==> src/rtl/bidirectional_counter.sv <==
// rtl/bidirectional_counter.sv - free-running up/down modulo counter with terminal flags and wrap pulse
module bidirectional_counter #(
  parameter int WIDTH = 4
) (
  input  logic             clk,
  input  logic             reset,
  input  logic             up_down,
  output logic [WIDTH-1:0] count,
  output logic             at_max,
  output logic             at_min,
  output logic             wrap
);

  localparam logic [WIDTH-1:0] COUNT_MAX = {WIDTH{1'b1}};
  localparam logic [WIDTH-1:0] COUNT_MIN = {WIDTH{1'b0}};
  localparam logic [WIDTH-1:0] COUNT_ONE = {{(WIDTH-1){1'b0}}, 1'b1};

  logic [WIDTH-1:0] count_next;
  logic             wrap_next;

  // Wrap is detected from the value being left, so it needs no carry/borrow bit.
  always_comb begin
    count_next = count;
    wrap_next  = 1'b0;
    if (up_down) begin
      count_next = count + COUNT_ONE;
      wrap_next  = (count == COUNT_MAX);
    end else begin
      count_next = count - COUNT_ONE;
      wrap_next  = (count == COUNT_MIN);
    end
  end

  always_ff @(posedge clk or negedge reset) begin
    if (!reset) begin
      count <= COUNT_MIN;
      wrap  <= 1'b0;
    end else begin
      count <= count_next;
      wrap  <= wrap_next;
    end
  end

  assign at_max = (count == COUNT_MAX);
  assign at_min = (count == COUNT_MIN);

endmodule

==> config.mk <==
export PLATFORM = sky130hd
export DESIGN_NAME = bidirectional_counter
export DESIGN_NICKNAME = d
export VERILOG_FILES = /design/src/rtl/bidirectional_counter.sv
export SDC_FILE = /design/constraint.sdc
export NUM_CORES = 1
export LEC_CHECK = 0
export CORE_AREA = 5 5 42 44
export DETAILED_ROUTE_END_ITERATION = 16
export DIE_AREA = 0 0 47 49
export GPL_TIMING_DRIVEN = 0
export PLACE_DENSITY = 0.45
export SYNTH_ARGS = -nofsm -noshare
export SYNTH_HDL_FRONTEND = slang
export SYNTH_SLANG_ARGS = --single-unit
==> constraint.sdc <==
create_clock -name clk -period 2.8 [get_ports clk]
set_clock_uncertainty 0.15 [all_clocks]
set_input_delay 0.42 -clock clk [delete_from_list [all_inputs] [get_ports clk]]
set_output_delay 0.42 -clock clk [all_outputs]
set_load 0.005 [all_outputs]
### Yosys cells after proc, flatten, opt, wreduce, memory -nomap -nowiden

Cells that the tools add are included.

* register bits after elaboration: 5
* latch bits: 0
* bits in writable memories: 0
* ROM bits: 0
* output and inout port bits: 7
* memories: 0

* $add $sub $neg: 2
* multipliers: 0
* divide/modulo/power cells: 0
* $lt $le $gt $ge: 0
* eq/ne operators: 1
* shift operators: 0
* multiplexer cells: 2
* bitwise operators: 0
* reductions and logical operators: 1

Operators with widths (count)
* 4-bit by 1-bit adder with 4-bit output, second input constant: 1
* 4-bit == test, second input constant: 1
* 4-bit zero test: 1
* 4-bit 2-to-1 mux: 1
* 4-bit by 1-bit subtractor with 4-bit output, second input constant: 1
* 1-bit 2-to-1 mux: 1

### Longest topological paths before layout

Gate-level depths: netlist of run 1.

* word-level depth: 2
* depth in mapped cells: 5
* depth with buffers taken out: 5

### Worst setup path after synthesis of run 1

OpenSTA, ideal clock, no wires.

* kind: input to register
* start point: input up_down
* end point: register count[3]
* data arrival time: 1.157 ns
* setup slack: 1.370 ns
* cell stages on the path: 5
* path buffers: 0
* path through: inv_1 > ha_1 > a21o_1 > a21oi_2 > xnor2_1

* cells in the longest elaborated chain, start to end: 1

RTL lines
* from (decl): RTL line 7 `input logic up_down,`
* 4-bit 2-to-1 mux: RTL line 25 `if (up_down) begin`
* via count_next[3]: RTL line 18 `logic [WIDTH-1:0] count_next;`
* to (signal assigned): RTL line 39 `count <= count_next;`
* to (decl): RTL line 8 `output logic [WIDTH-1:0] count,`

The timed path passes the listed nets, and every way through them passes these cells.

### Worst setup path after layout of run 1

* start point: register count[0]
* end point: output at_min

* cells in the longest elaborated chain, start to end: 1

RTL lines
* 4-bit zero test: RTL line 45 `assign at_min = (count == COUNT_MIN);`
* to (decl): RTL line 10 `output logic at_min,`

No other way between the ends.

==> qor.yml, run 1 <==
ys_dominant_reg_cell: "sky130_fd_sc_hd__dfrtp_1"
drt_drc_violations_left: 0
crit_required_ns: 2.23
worst_skew_pair.late_latency_ns: 0.24
min_period_ns: 2.141
yosys_warnings: 0
pwr_density_cell_nw_per_um2: 958.0
most_frequent_cell_after_synthesis: "sky130_fd_sc_hd__dfrtp_1"
cts-buffers-inserted: 3
worst_slack_ns: 0.6587
io_pins: 10
worst_setup_path_end_kind: "primary output"
critical_path_class: "flip-flop to primary output"
rr_startpoint: "count[1]"
drt_iter0_drc: 0
worst_path_max_fanout: 6
clockBufferDepth: 2
num_antenna_cells: 0
numPortBuffers: 9
layout_fillers: 159
vdd_drop_max_mv: 0.3670
grt_pass1_vias: 239
die-height_um: 49
final.hold.worst_slack_ns: 0.2540
postSynthRegisterBits: 5
die_area_um2: 2303
grt_util_all_layers: 0.06568
grt_start_max_net_pins: 7
critical_path.startpoint: "count[0]"
dp_worst_setup_slack_ns: 0.7108
finalSetupTns_ns: 0
post_synthesis_instance_area_um2: 262.8
rows: 14
post_drt_via_cell_ratio: 4.061
antenna_found_initial: 0
slew_at_the_pin_closest_to_its_max_slew_limit_ns: 0.2816
asyncSetResetFlopFracSynth: 1.000
worst_setup_path_start_kind: "flip-flop"
core_um2: 1401
post_synth_top_area_share: 0.4762
drive_above_1_share: 0.1818
post_cts.repair.setup_buffers: 0
finalCoreUtilization: 0.2848
path_clk_slew_ns: 0.04
die_x_um: 47
cts_repair_resize_count: 0
vias: 199
synth_area_leader_cell: "sky130_fd_sc_hd__dfrtp_1"
route.detailed.wl_per_inst_um: 11.18
finalWirelength_um: 548
clock-root-buffer: "sky130_fd_sc_hd__clkbuf_4"
place.detailed.hpwl_um: 431.8
first_pass_grt_wire_length_um: 1076
synthesis.nets: 26
post_synth_inst_count: 20
clock_tree_from_tritoncts: "yes"
timing.hold.worst.class: "primary input to asynchronous set/reset pin"
area_growth_pct: 51.90
detailedRoute.firstPassIterationCount: 1
slew_viol_final: 0
yosysUniqueCellTypes: 11
ys_top_cells_by_count: "sky130_fd_sc_hd__dfrtp_1 (5), sky130_fd_sc_hd__nand2_1 (3), sky130_fd_sc_hd__ha_1 (2), sky130_fd_sc_hd__inv_1 (2), sky130_fd_sc_hd__xnor2_1 (2)"
unrepaired_setup_endpoints_after_global_routing: "false"
synth-edff-count: 0
remaining_global_route_overflow: 0
leakagePower_nw: 0.1745
fmaxAchievable_mhz: 467.0
share_of_the_clock_period_used_by_the_worst_path_after_layout: 0.7647
hold_viol: 0
effective_utilization_at_floorplan: 0.1875
cts-htree-levels: 1
status: "finished, final reports clean"
synthTopCellsByArea: "sky130_fd_sc_hd__dfrtp_1 (48%), sky130_fd_sc_hd__ha_1 (9.5%), sky130_fd_sc_hd__nor4_4 (8.1%), sky130_fd_sc_hd__fa_1 (7.6%), sky130_fd_sc_hd__xnor2_1 (6.7%)"
cts.sinks: 5
worst_slew_margin_rel: 0.8123
hold_buffers: 0
worst-endpoint-arrival_ns: 1.57
ant_nets: 0
routabilityCongestion: 0.7479
yosysSeqAreaShare: 0.4762
finish.net_count: 40
syn-mean-instance-area_um2: 13.14
setup-violations-final: 0
cap_violations: 0
cells by family after synthesis:
| family | after synthesis | synth area share |
|---|---|---|
| flops | 5 | 0.4762 |
| buf+inv | 2 | 0.02858 |
| compound gates | 2 | 0.06192 |
| fa+ha+maj | 3 | 0.1714 |
| xor+xnor | 3 | 0.1000 |
| simple gates | 5 | 0.1619 |
critical path: stages, from the launching register on:
cell and delay [ns]:
sky130_fd_sc_hd__dfrtp_1 0.47, sky130_fd_sc_hd__nor4_4 0.32, sky130_fd_sc_hd__clkdlybuf4s50_1 0.54
metrics by stage:
stage | total power [mW] | cell area [µm²] | cells
floorplan | 0.2191 | 262.8 | 20
global placement | 0.2972 | 372.9 | 45
detailed placement | 0.3022 | 372.9 | 45
CTS | 0.3905 | 399.1 | 49
global route | 0.4206 | 399.1 | 49
finish | 0.3824 | 399.1 | 49
cell type report:
cell class	instances	area (µm²)	area share
Sequential cell	5	125.1	0.3135
Clock buffer	4	26.28	0.06583
Inverter	2	7.507	0.01881
Tap cell	16	20.02	0.05016
Multi-Input combinational cell	13	130.1	0.3260
Timing Repair Buffer	9	90.09	0.2257
sequential cells by signal, indices dropped and copies added (netlist names):
register and flops:
count 4, wrap 1
path summary, 6_finish.rpt:
kind / slack [ns] / depth (start not counted) / endpoint
min in group clk: 0.44 / 1 / count[0]
setup / recovery: 0.66 / 2 / at_min
hold / removal: 0.25 / 1 / count[1]
setup reg to reg: 1.33 / 4 / count[3]
hold reg to reg: 0.44 / 1 / count[0]
max in group asynchronous: 2.05 / 1 / count[3]
layer usage:
layer	routed length, µm	global-route usage	part of all wire
met3	71	0.04797	0.13
met2	226	0.08597	0.41
met5	0	0	0
met1	251	0.08647	0.46
met4	0	0.01382	0
power breakdown:
| group | internal (mW) | switching, mW |
|---|---|---|
| clock network | 0.0538 | 0.0283 |
| logic | 0.103 | 0.0569 |
| registers | 0.0994 | 0.0412 |
| total | 0.256 | 0.126 |
placed cells by master, fill, tap and decap left out:
master / n
sky130_fd_sc_hd__a21o_1: 1
sky130_fd_sc_hd__a21oi_2: 1
sky130_fd_sc_hd__and4_2: 1
sky130_fd_sc_hd__clkbuf_1: 1
sky130_fd_sc_hd__clkbuf_4: 3
sky130_fd_sc_hd__clkdlybuf4s50_1: 9
sky130_fd_sc_hd__dfrtp_1: 5
sky130_fd_sc_hd__fa_1: 1
sky130_fd_sc_hd__ha_1: 2
sky130_fd_sc_hd__inv_1: 2
sky130_fd_sc_hd__nand2_1: 3
sky130_fd_sc_hd__nor4_4: 1
sky130_fd_sc_hd__xnor2_1: 2
sky130_fd_sc_hd__xor2_1: 1
Note: power is estimated with default switching activity, not from simulation.
==> run 2: changes to the inputs <==
--- a/config.mk
+++ b/config.mk
@@ -9,7 +9,7 @@
 export DETAILED_ROUTE_END_ITERATION = 16
 export DIE_AREA = 0 0 47 49
 export GPL_TIMING_DRIVEN = 0
-export PLACE_DENSITY = 0.45
+export PLACE_DENSITY = 0.47
 export SYNTH_ARGS = -nofsm -noshare
 export SYNTH_HDL_FRONTEND = slang
 export SYNTH_SLANG_ARGS = --single-unit
==> constraint.sdc (replaced) <==
create_clock -name clk -period 1.84 [get_ports clk]
set_clock_uncertainty 0.15 [all_clocks]
set_input_delay 0.276 -clock clk [delete_from_list [all_inputs] [get_ports clk]]
set_output_delay 0.276 -clock clk [all_outputs]
set_load 0.005 [all_outputs]
==> run 2 against run 1 <==
  * Non-clock buffer count grew 6
  * Largest power group unchanged
  * Die area unchanged
  * Total power rose by 72%
  * Via count is 5.0% higher
  * Critical path type unchanged
  * Worst setup slack lost 0.58 ns
  * Sequential share of layout area decreased by 2.7 points
  * Hold slack got worse by 0.15 ns
  * Wire length grew 9.7%
  * Combinational power up 120%
  * Sequential power increased by 26%
  * Cell area is 13% higher
==> qor.yml, run 2 (synthesis results as in run 1) <==
total_power_mw: 0.6563
first_pass_grt_wire_length_um: 1028
post_drt_via_cell_ratio: 3.800
final_cell_mix: "sky130_fd_sc_hd__clkdlybuf4s50_1 (8), sky130_fd_sc_hd__buf_4 (6), sky130_fd_sc_hd__nand2_1 (3), sky130_fd_sc_hd__clkbuf_4 (3), sky130_fd_sc_hd__dfrtp_2 (3)"
clockBufferDepth: 2
vias: 209
clock_tree_from_tritoncts: "yes"
cap_violations: 0
die_x_um: 47
most_used_layer_global_route: "met2"
layout.cells.most_common: "sky130_fd_sc_hd__clkdlybuf4s50_1"
largestRegisters: "count x4, wrap x1"
leakagePower_nw: 0.2036
unrepaired_setup_endpoints_after_global_routing: "false"
place.detailed.hpwl_um: 435.9
finish.net_count: 46
grt_start_max_net_pins: 6
min_period_ns: 1.764
pwr_density_cell_nw_per_um2: 1461
setup-violations-final: 0
path_clk_slew_ns: 0.05
status: "finished, final reports clean"
slew_at_the_pin_closest_to_its_max_slew_limit_ns: 0.2250
num_antenna_cells: 0
largest_reg_by_ff_count: "count"
slew_viol_final: 0
finalWirelength_um: 601
finalCoreUtilization: 0.3205
cts-buffers-inserted: 3
worst_skew_pair.late_latency_ns: 0.24
worst_setup_path_end_kind: "primary output"
clock-root-buffer: "sky130_fd_sc_hd__clkbuf_4"
area_growth_pct: 70.95
share_of_the_clock_period_used_by_the_worst_path_after_layout: 0.9586
route.detailed.wl_per_inst_um: 10.93
grt_pass1_vias: 229
core_um2: 1401
use_met3: 0.02583
drt_iter0_drc: 1
vdd_drop_max_mv: 0.4311
crit_required_ns: 1.41
ant_nets: 0
routabilityCongestion: 0.7316
io_pins: 10
grt_util_all_layers: 0.06360
worst_slew_margin_rel: 0.8495
remaining_global_route_overflow: 0
final.hold.worst_slack_ns: 0.1019
cts-htree-levels: 1
largest_reg_flops: 4
numPortBuffers: 9
drive_above_1_share: 0.4103
depth_of_the_worst_register_to_register_path: 5
worst_setup_path_start_kind: "flip-flop"
die-height_um: 49
detailedRoute.firstPassIterationCount: 2
timing.hold.worst.class: "primary input to asynchronous set/reset pin"
die_area_um2: 2303
effective_utilization_at_floorplan: 0.1875
hold_viol: 0
worst_path_max_fanout: 3
antenna_found_initial: 0
gr-usage-met1: 0.07778
rows: 14
drt_drc_violations_left: 0
cts.sinks: 5
fmaxAchievable_mhz: 566.9
grt_use_met2: 0.08824
critical_path_class: "flip-flop to primary output"
worst-endpoint-arrival_ns: 1.34
==> run 2: timing repair <==
action | in CTS | in global routing
hold buffers | 0 | 0
setup endpoints to repair | 2 | 2
gates resized for setup | 4 | 1
buffers inserted | 4 | 2
==> run 2: layer usage <==
layer | vias up | share of wire
met3 | 0 | 0.095
met5 | - | 0
met1 | 96 | 0.42
met4 | 0 | 0
li1 | 105 | -
met2 | 8 | 0.48
==> run 2: report_power, final <==
| group | leakage [nW] | switching [mW] | total [mW] | internal, mW |
|---|---|---|---|---|
| registers | 0.0556 | 0.0226 | 0.178 | 0.155 |
| clock network | 0.0177 | 0.0455 | 0.124 | 0.0786 |
| logic | 0.130 | 0.142 | 0.354 | 0.212 |
| total | 0.204 | 0.210 | 0.656 | 0.446 |
==> run 2: worst paths after layout <==
path | from | to | slack [ns]
hold reg to reg | count[3] | wrap | 0.50
hold / removal | reset | wrap | 0.10
max in group asynchronous | reset | count[0] | 1.23
min in group clk | count[3] | wrap | 0.50
setup reg to reg | count[1] | count[3] | 0.31
setup / recovery | count[2] | at_max | 0.08
==> run 2: final cells by class <==
type	instances	area (µm²)
clock buffers	3	22.52
well taps	16	20.02
clock inverters	1	5.005
repair buffers	15	135.1
multi-input cells	13	130.1
inverters	2	7.507
flip-flops and latches	5	128.9
fillers	156	952.2
==> run 2: critical path, stage by stage (launching register included) <==
cell and delay (ns):
sky130_fd_sc_hd__dfrtp_2 0.36, sky130_fd_sc_hd__and4_2 0.23, sky130_fd_sc_hd__clkdlybuf4s50_1 0.50
==> run 2: stage by stage <==
step,setup WS (ns),cells,setup TNS (ns),area [µm²]
CTS,0.002076,53,0,432.9
finish,0.07614,55,0,449.2
detailed placement,-0.09870,45,-0.09870,372.9
floorplan,0.4642,20,0,262.8
global route,0.008540,55,0,449.2
global placement,-0.06871,45,-0.06871,372.9
==> run 3: changes to the inputs <==
==> constraint.sdc (replaced) <==
create_clock -name clk -period 1.6 [get_ports clk]
set_clock_uncertainty 0.15 [all_clocks]
set_input_delay 0.24 -clock clk [delete_from_list [all_inputs] [get_ports clk]]
set_output_delay 0.24 -clock clk [all_outputs]
set_load 0.005 [all_outputs]
==> run 3 against run 2 <==
  * Hold slack worse by 0.035 ns
  * Total power is 9.2% higher
  * Clock-buffer cell count stayed put
  * First-iteration DRC count stayed put
  * Register-to-register slack worse by 0.22 ns
  * Non-clock buffer count is 1 lower
  * Combinational power is 4% higher
  * Cell area is 2.8% lower
  * Utilization is 0.89 points lower
  * Wire length is 3.5% lower
  * Global-route usage is 0.14 points lower
==> qor.yml, run 3 (synthesis results as in run 1) <==
post_drt_via_cell_ratio: 3.778
swShare: 0.3308
ant_nets: 0
status: "finished, final reports clean"
route.detailed.wl_per_inst_um: 10.74
final.hold.worst_slack_ns: 0.06680
setup-violations-final: 0
path_clk_slew_ns: 0.05
worst_path_max_fanout: 4
layout_fillers: 158
die_area_um2: 2303
power.share.sequential: 0.286
met2_length_um: 281
largestRegisters: "count x4, wrap x1"
detailedRoute.firstPassIterationCount: 2
depth_of_the_worst_register_to_register_path: 5
ff2ff_setup_slack_ns: 0.09
hold_buffers: 0
critical_path_class: "flip-flop to primary output"
share_of_the_clock_period_used_by_the_worst_path_after_layout: 0.9905
cellInternalPower_mw: 0.4797
min_period_ns: 1.585
grt_start_max_net_pins: 6
vias: 204
finalWirelength_um: 580
num_antenna_cells: 0
rr_startpoint: "count[1]"
finish.net_count: 45
cts-htree-levels: 1
share_comb_of_total_power: 0.514
worst_slew_margin_rel: 0.8482
rows: 14
area_growth_pct: 66.19
worst_skew_pair.late_latency_ns: 0.24
leakagePower_nw: 0.2087
final-seq-area_um2: 128.9
dr_wl_met3_um: 59
routabilityCongestion: 0.7316
slew_viol_final: 0
numPortBuffers: 9
clock-root-buffer: "sky130_fd_sc_hd__clkbuf_4"
multiInputGateArea_um2: 130.1
vdd_drop_max_mv: 0.4963
clockBufferDepth: 2
io_pins: 10
largest_reg_flops: 4
top_layer: "met3"
worst_setup_path_end_kind: "primary output"
worst-endpoint-arrival_ns: 1.19
antenna_found_initial: 0
effective_utilization_at_floorplan: 0.1875
final_cell_count_no_fill: 54
clock_tree_from_tritoncts: "yes"
remaining_global_route_overflow: 0
drt-met1-wl_um: 239
timing.hold.worst.class: "primary input to asynchronous set/reset pin"
cts-buffers-inserted: 3
core_um2: 1401
first_pass_grt_wire_length_um: 1007
worst_setup_path_start_kind: "flip-flop"
die-height_um: 49
drt_iter0_drc: 1
dp.cells: 45
cts.sinks: 5
crit_required_ns: 1.21
power_frac_clock: 0.199
drt_drc_violations_left: 0
drive_above_1_share: 0.4474
place.detailed.hpwl_um: 435.9
hold_viol: 0
unrepaired_setup_endpoints_after_global_routing: "true"
largest_reg_by_ff_count: "count"
layout.cells.most_common: "sky130_fd_sc_hd__dlygate4sd2_1"
die_x_um: 47
total_switching_power_mw: 0.2371
grt_util_all_layers: 0.06219
grt_pass1_vias: 236
cap_violations: 0
critical_path.reg2reg.endpoint: "count[3]"
final_cell_mix: "sky130_fd_sc_hd__dlygate4sd2_1 (6), sky130_fd_sc_hd__nand2_1 (3), sky130_fd_sc_hd__clkbuf_4 (3), sky130_fd_sc_hd__dfrtp_2 (3), sky130_fd_sc_hd__buf_4 (3)"
slew_at_the_pin_closest_to_its_max_slew_limit_ns: 0.2270
pwr_density_cell_nw_per_um2: 1642
fmaxAchievable_mhz: 631.0
-- run 3: repair_timing --
| action | 4_1_cts | 5_1_grt |
|---|---|---|
| pin swaps | 1 | 0 |
| setup buffers | 5 | 0 |
| setup endpoints to repair | 7 | 1 |
| resized for setup | 16 | 0 |
-- run 3: worst max-delay path: stages, from the launching register on --
cell and delay [ns]:
sky130_fd_sc_hd__dfrtp_2 0.41, sky130_fd_sc_hd__buf_6 0.13, sky130_fd_sc_hd__nor4_4 0.25, sky130_fd_sc_hd__buf_2 0.16
-- run 3: metrics by stage --
stage	setup slack, ns	power (mW)	utilization	setup TNS (ns)	area [µm²]
2_1_floorplan	0.2242	0.3835	-	0	262.8
3_3_place_gp	-0.2727	0.5270	0.2661	-0.6031	372.9
3_5_place_dp	-0.3027	0.5309	0.2661	-0.7019	372.9
4_1_cts	-0.008367	0.7321	0.3116	-0.008367	436.7
5_1_grt	-0.06364	0.7759	0.3116	-0.06364	436.7
6_report	0.01517	0.7168	0.3116	0	436.7
-- run 3: how the worst max path moves through the flow --
| stage | slack, ns | to | from | depth (start not counted) |
|---|---|---|---|---|
| global route | -0.06 | at_min | count[2] | 3 |
| CTS | -0.008 | at_min | count[1] | 3 |
| finish | 0.02 | at_min | count[1] | 3 |
| detailed placement | -0.30 | count[3] | up_down | 6 |
| floorplan | 0.22 | count[3] | count[1] | 4 |
| global placement | -0.27 | count[3] | up_down | 6 |
-- run 3: power groups by stage --
stage	combinational (mW)	clock (mW)	sequential, mW
after floorplan	0.143	0	0.241
after global placement	0.280	0	0.247
after detailed placement	0.282	0	0.249
after CTS	0.376	0.149	0.206
after global routing	0.410	0.154	0.212
final	0.369	0.143	0.205
-- run 3: layout make-up --
class,count,share of cell area
tap,16,0.04585
clock inverter,1,0.01146
sequential,5,0.2951
timing repair buffer,14,0.2808
clock buffer,3,0.05158
inverter,2,0.01719
multi-input combinational,13,0.2980
-- run 3: routing by layer --
layer / global-route usage / up-vias
met2: 0.09050 / 8
met5: 0 / -
met4: 0.04147 / 0
li1: - / 103
met1: 0.07111 / 93
met3: 0.02583 / 0
